===== src/rtl/uart_pkg.sv =====
// Shared types and constants for the UART receive path.
package uart_pkg;

  localparam int unsigned UART_DATA_BITS = 8;
  localparam int unsigned UART_CNT_W     = 20;

  typedef enum logic [2:0] {
    IDLE,
    START,
    DATA,
    STOP,
    BREAK
  } uart_rx_state_t;

  // Bit period minus one for a given clock and line rate.
  function automatic logic [UART_CNT_W-1:0] skip_default(input int unsigned clk_hz,
                                                         input int unsigned baud);
    return UART_CNT_W'(clk_hz / baud - 1);
  endfunction

endpackage


===== src/rtl/uart_sync2.sv =====
// Two-flop synchronizer for a single asynchronous input; reset value is configurable.
module uart_sync2 #(
  parameter logic RESET_VAL = 1'b1
) (
  input  logic clk,
  input  logic rst_n,
  input  logic d,
  output logic q
);

  logic meta;

  always_ff @(posedge clk or negedge rst_n) begin
    if (!rst_n) begin
      meta <= RESET_VAL;
      q    <= RESET_VAL;
    end else begin
      meta <= d;
      q    <= meta;
    end
  end

endmodule


===== src/rtl/uart_rx.sv =====
// 8N1 UART receiver with one-cycle byte strobe and frame-error pulse.
// Optional 64-bit word packing is compiled in with `define UART_RX_WORD_EN.
module uart_rx
  import uart_pkg::*;
#(
  parameter int unsigned clock_speed = 100_000_000,
  parameter int unsigned baud_rate   = 115200
) (
  input  logic                      clk,
  input  logic                      rst_n,
  input  logic                      rx,
  input  logic [UART_CNT_W-1:0]     skipcycles,
  output logic [UART_DATA_BITS-1:0] data,
  output logic                      data_valid,
  output logic                      frame_err,
`ifdef UART_RX_WORD_EN
  input  logic                      endianness,
  output logic [63:0]               word,
  output logic                      word_valid,
`endif
  output logic                      busy
);

  localparam logic [UART_CNT_W-1:0] SKIP_DEFAULT = skip_default(clock_speed, baud_rate);

  logic                      rx_s;
  uart_rx_state_t            state, state_d;
  logic [UART_CNT_W-1:0]     cnt, cnt_d, skip_eff, half;
  logic [2:0]                idx, idx_d;
  logic [UART_DATA_BITS-1:0] shift, shift_d, data_d;
  logic                      data_valid_d, frame_err_d;

  uart_sync2 #(.RESET_VAL(1'b1)) u_sync (
    .clk   (clk),
    .rst_n (rst_n),
    .d     (rx),
    .q     (rx_s)
  );

  // Out-of-range periods fall back to the parameter-derived rate.
  assign skip_eff = (skipcycles < UART_CNT_W'(3)) ? SKIP_DEFAULT : skipcycles;
  assign half     = skip_eff >> 1;
  assign busy     = (state != IDLE);

  always_ff @(posedge clk or negedge rst_n) begin
    if (!rst_n) begin
      state      <= IDLE;
      cnt        <= '0;
      idx        <= '0;
      shift      <= '0;
      data       <= '0;
      data_valid <= 1'b0;
      frame_err  <= 1'b0;
    end else begin
      state      <= state_d;
      cnt        <= cnt_d;
      idx        <= idx_d;
      shift      <= shift_d;
      data       <= data_d;
      data_valid <= data_valid_d;
      frame_err  <= frame_err_d;
    end
  end

  always_comb begin
    state_d      = state;
    cnt_d        = cnt + UART_CNT_W'(1);
    idx_d        = idx;
    shift_d      = shift;
    data_d       = data;
    data_valid_d = 1'b0;
    frame_err_d  = 1'b0;
    unique case (state)
      IDLE: begin
        cnt_d = '0;
        if (!rx_s) state_d = START;
      end
      START: begin
        if (cnt == half) begin
          cnt_d   = '0;
          idx_d   = '0;
          state_d = rx_s ? IDLE : DATA;
        end
      end
      DATA: begin
        if (cnt == skip_eff) begin
          cnt_d        = '0;
          shift_d[idx] = rx_s;
          idx_d        = idx + 3'd1;
          if (idx == 3'd7) state_d = STOP;
        end
      end
      STOP: begin
        if (cnt == skip_eff) begin
          cnt_d = '0;
          if (rx_s) begin
            data_d       = shift;
            data_valid_d = 1'b1;
            state_d      = IDLE;
          end else begin
            frame_err_d = 1'b1;
            state_d     = BREAK;
          end
        end
      end
      BREAK: begin
        cnt_d = '0;
        if (rx_s) state_d = IDLE;
      end
      default: state_d = IDLE;
    endcase
  end

`ifdef UART_RX_WORD_EN
  logic [2:0]  bcnt, lane;
  logic        endian_l, endian_eff;
  logic [63:0] acc, acc_next;

  // Bytes build up in acc so word only ever shows a completed word.
  assign endian_eff = (bcnt == 3'd0) ? endianness : endian_l;
  assign lane       = endian_eff ? (3'd7 - bcnt) : bcnt;

  always_comb begin
    acc_next = acc;
    acc_next[{lane, 3'b000} +: 8] = shift;
  end

  always_ff @(posedge clk or negedge rst_n) begin
    if (!rst_n) begin
      bcnt       <= '0;
      endian_l   <= 1'b0;
      acc        <= '0;
      word       <= '0;
      word_valid <= 1'b0;
    end else begin
      word_valid <= 1'b0;
      if (data_valid_d) begin
        acc  <= acc_next;
        bcnt <= bcnt + 3'd1;
        if (bcnt == 3'd0) endian_l <= endianness;
        if (bcnt == 3'd7) begin
          word       <= acc_next;
          word_valid <= 1'b1;
        end
      end else if (frame_err_d) begin
        bcnt <= '0;
      end
    end
  end
`endif

endmodule


===== config.mk =====
export PLATFORM = sky130hd
export DESIGN_NAME = uart_rx
export DESIGN_NICKNAME = d
export VERILOG_FILES = /design/src/rtl/uart_pkg.sv /design/src/rtl/uart_sync2.sv /design/src/rtl/uart_rx.sv
export SDC_FILE = /design/constraint.sdc
export NUM_CORES = 1
export LEC_CHECK = 0
export BUFFER_PORTS_ARGS = -buffer_cell sky130_fd_sc_hd__clkbuf_2
export CAP_MARGIN = 30
export CORE_MARGIN = 2
export CORE_UTILIZATION = 50
export DETAILED_ROUTE_END_ITERATION = 10
export PLACE_DENSITY = 0.73
export SLEW_MARGIN = 0
export SYNTH_ARGS = -nofsm -noshare
export SYNTH_HDL_FRONTEND = slang
export SYNTH_SLANG_ARGS = --single-unit

===== constraint.sdc =====
create_clock -name clk -period 2.65 [get_ports clk]
set_input_delay 0.53 -clock clk [delete_from_list [all_inputs] [get_ports clk]]
set_output_delay 0.53 -clock clk [all_outputs]
set_load 0.05 [all_outputs]

==> impl_metrics.toml <==
[synthesis]
ys_warn_count = 0
synth_most_common_cell = "dfrtp_1"
synthCells = 276
synthArstFlopShare = 1.00
synth_top_area_share = 0.390
yosysSeqAreaShare = 0.408
synth_area_leaders = "dfrtp_1, xnor2_1, xor2_1, mux2_2, nor4_1"
syn_nets = 302
synth_area_um2 = 2830
yosysTopAreaCell = "dfrtp_1"
ys_ff_latch = 46
yosysUniqueCellTypes = 49
synthFlopType = "dfrtp_1"
synth_edf_count = 0
syn_avg_cell_area_um2 = 10.2
netlist_top_cells_count = "dfrtp_1, xnor2_1, xor2_1, nor2_1, nand2_1"

[cells_and_area]
antenna_cells = 0
fin_nets = 370
fin_area_um2 = 3510
drive_gt1_frac = 0.368
area_growth_syn_to_layout_pct = 24.1
final_cells = 417

[placement]
placed_area_um2 = 3340
dp_slack_ns = -0.216
port_buffers = 33
place_congestion = 0.915
dp.cells = 409
hpwlAfterDp_um = 4860

[die]
start_util = 0.516
row_count = 27
ios = 34
core-area_um2 = 5470
die_x_um = 79.2
die-area_um2 = 6270
die_h_um = 79.2

[routing]
drt_iter0_drc = 143
drcViolationCount = 0
final_antenna_net_count = 0
dr_total_vias = 2327
dr.pass1.iters = 4
via_per_inst = 5.58
avgRoutedWirePerCell_um = 15.3
wl_um = 6400

[sta]
hold_viol_final = 0
fmaxAchievable_ghz = 0.399
fin_crit_sh = 0.947
fin_crit_ns = 2.51
drv_slew = 0
slew_headroom = 0.395
setup_viol = 0
setup_ws_ns = 0.141
skew_ns = 0.00955
worst_pin_slew_ns = 0.901
rsz0062_at_grt = "false"

[worst_setup_path]
crit_chain = "clkbuf_2 -> nor4_2 -> and3_4 -> nand4_1 -> a2111oi_4 -> nand2_2 -> nor4_1 -> mux2_2"
cp_slowest_stage_delay_ns = 0.37
cp-start-kind = "input pin"
slowest_stage = "a2111oi_4"
critPathArrivalTime_ns = 2.70
crit_fanout = 7
worst-setup-path-type = "input pin to register"
cp.required_ns = 2.84
end_kind = "register"

[status]
outcome = "finished, final reports clean"

[min_path]
min_path_type = "input pin to async pin"

[grt]
grt_pass1_vias = 2252
grt-ovfl-total = 0
grt_pass1_wl_um = 10600
grt_max_degree = 47
grtUsageTotal = 0.216
antenna_found_initial = 0

[clock_network]
h-tree-depth = 2
clock_tree.root_cell = "clkbuf_8"
cts_tree = "yes"
insertion_delay_ns = 0.30
cts-hold-fix-buffers = 0
cts.clk_slew.worst_paths_ns = 0.09
clkSinkCount = 46
cts_buffers = 5
clockBufferDepth = 2

[run]
max-cap-violations = 0

[power]
irDropWorstVdd_v = 0.000272
leakagePower_nw = 1.56
p_per_area_nw_per_um2 = 518
## report_power, final
| part | internal [mW] | leakage (nW) | switching, mW |
|---|---|---|---|
| Combinational | 0.205 | 0.896 | 0.236 |
| Sequential | 0.755 | 0.617 | 0.104 |
| Clock | 0.281 | 0.0514 | 0.235 |
## layout make-up
cell class / count / area (um2)
Multi-Input combinational cell: 207 / 1620
Sequential cell: 46 / 1150
Tap cell: 72 / 90.1
Inverter: 8 / 30.0
Clock inverter: 2 / 37.5
Timing Repair Buffer: 76 / 500
Fill cell: 442 / 1960
Clock buffer: 6 / 72.6
## per-layer routing
metal  wire (um)  global-route usage  part of all wire
met1        2930               0.305              0.46
met2        2990               0.346              0.47
met3         372              0.0409             0.058
met4          99              0.0483             0.015
met5           0                   0                 0
## worst paths after layout
kind / from / end / slack (ns) / cells after the start
setup / recovery: skipcycles[9] / shift[3] / 0.14 / 8
min in group clk: rx / u_sync.meta / 0.30 / 1
max in group asynchronous: rst_n / cnt[10] / 1.94 / 2
hold reg to reg: u_sync.meta / u_sync.q / 0.36 / 0
setup reg to reg: cnt[7] / shift[3] / 0.17 / 7
hold / removal: rst_n / cnt[9] / 0.30 / 2
## critical path: cells and delay by family
kind	cells	cell delay [ns]
compound gates	1	0.37
buf+inv	1	0.11
mux	1	0.37
simple gates	5	1.31
## cells in the final DEF, fill, tap and decap left out, types with 2 or more instances in the layout
| cell | n |
|---|---|
| and3_1 | 6 |
| nand3_1 | 10 |
| nand2_1 | 16 |
| nor2b_1 | 3 |
| nand2b_1 | 3 |
| nor2_1 | 18 |
| a211oi_1 | 2 |
| a21oi_1 | 2 |
| a221oi_1 | 2 |
| clkbuf_8 | 5 |
| mux2_2 | 16 |
| nor4b_2 | 2 |
| mux2_1 | 2 |
| xor2_1 | 22 |
| o21ai_0 | 2 |
| nand4_1 | 10 |
| dfstp_2 | 2 |
| or3_1 | 3 |
| nor4_1 | 12 |
| inv_1 | 8 |
| o22ai_1 | 4 |
| nor3_1 | 3 |
| ha_1 | 3 |
| clkbuf_2 | 33 |
| dfrtp_1 | 44 |
| xnor2_1 | 28 |
| a21boi_0 | 2 |
| and3_4 | 2 |
| nor4_2 | 7 |
| buf_4 | 42 |
| nor2_4 | 7 |
| nor2_2 | 3 |
## state kept, by name, indices dropped and copies added, names as in the netlist
| register | flops |
|---|---|
| cnt | 20 |
| data | 8 |
| data_valid | 1 |
| frame_err | 1 |
| idx | 3 |
| shift | 8 |
| state | 3 |
| u_sync.meta | 1 |
| u_sync.q | 1 |
## metrics by stage
stage           util  hold WS [ns]  TNS, ns  total power, mW
3_3_place_gp   0.610         0.348    -5.38             1.28
3_5_place_dp   0.610         0.349    -6.47             1.29
4_1_cts        0.631         0.292        0             1.82
5_1_grt        0.641         0.281        0             1.92
6_report       0.641         0.301        0             1.82
2_1_floorplan      -         0.234        0             1.14
## kinds of logic after synthesis
family          share of synthesized area
compound gates                     0.0664
xor+xnor                            0.155
fa+ha+maj                          0.0133
buf+inv                            0.0376
flops                               0.408
mux                                0.0753
simple gates                        0.244
## repair_timing
item,CTS,global route
gates resized for setup,0,10
setup buffers,0,0
endpoints found under the setup margin,0,20
Power figures use the tool's default switching activity.
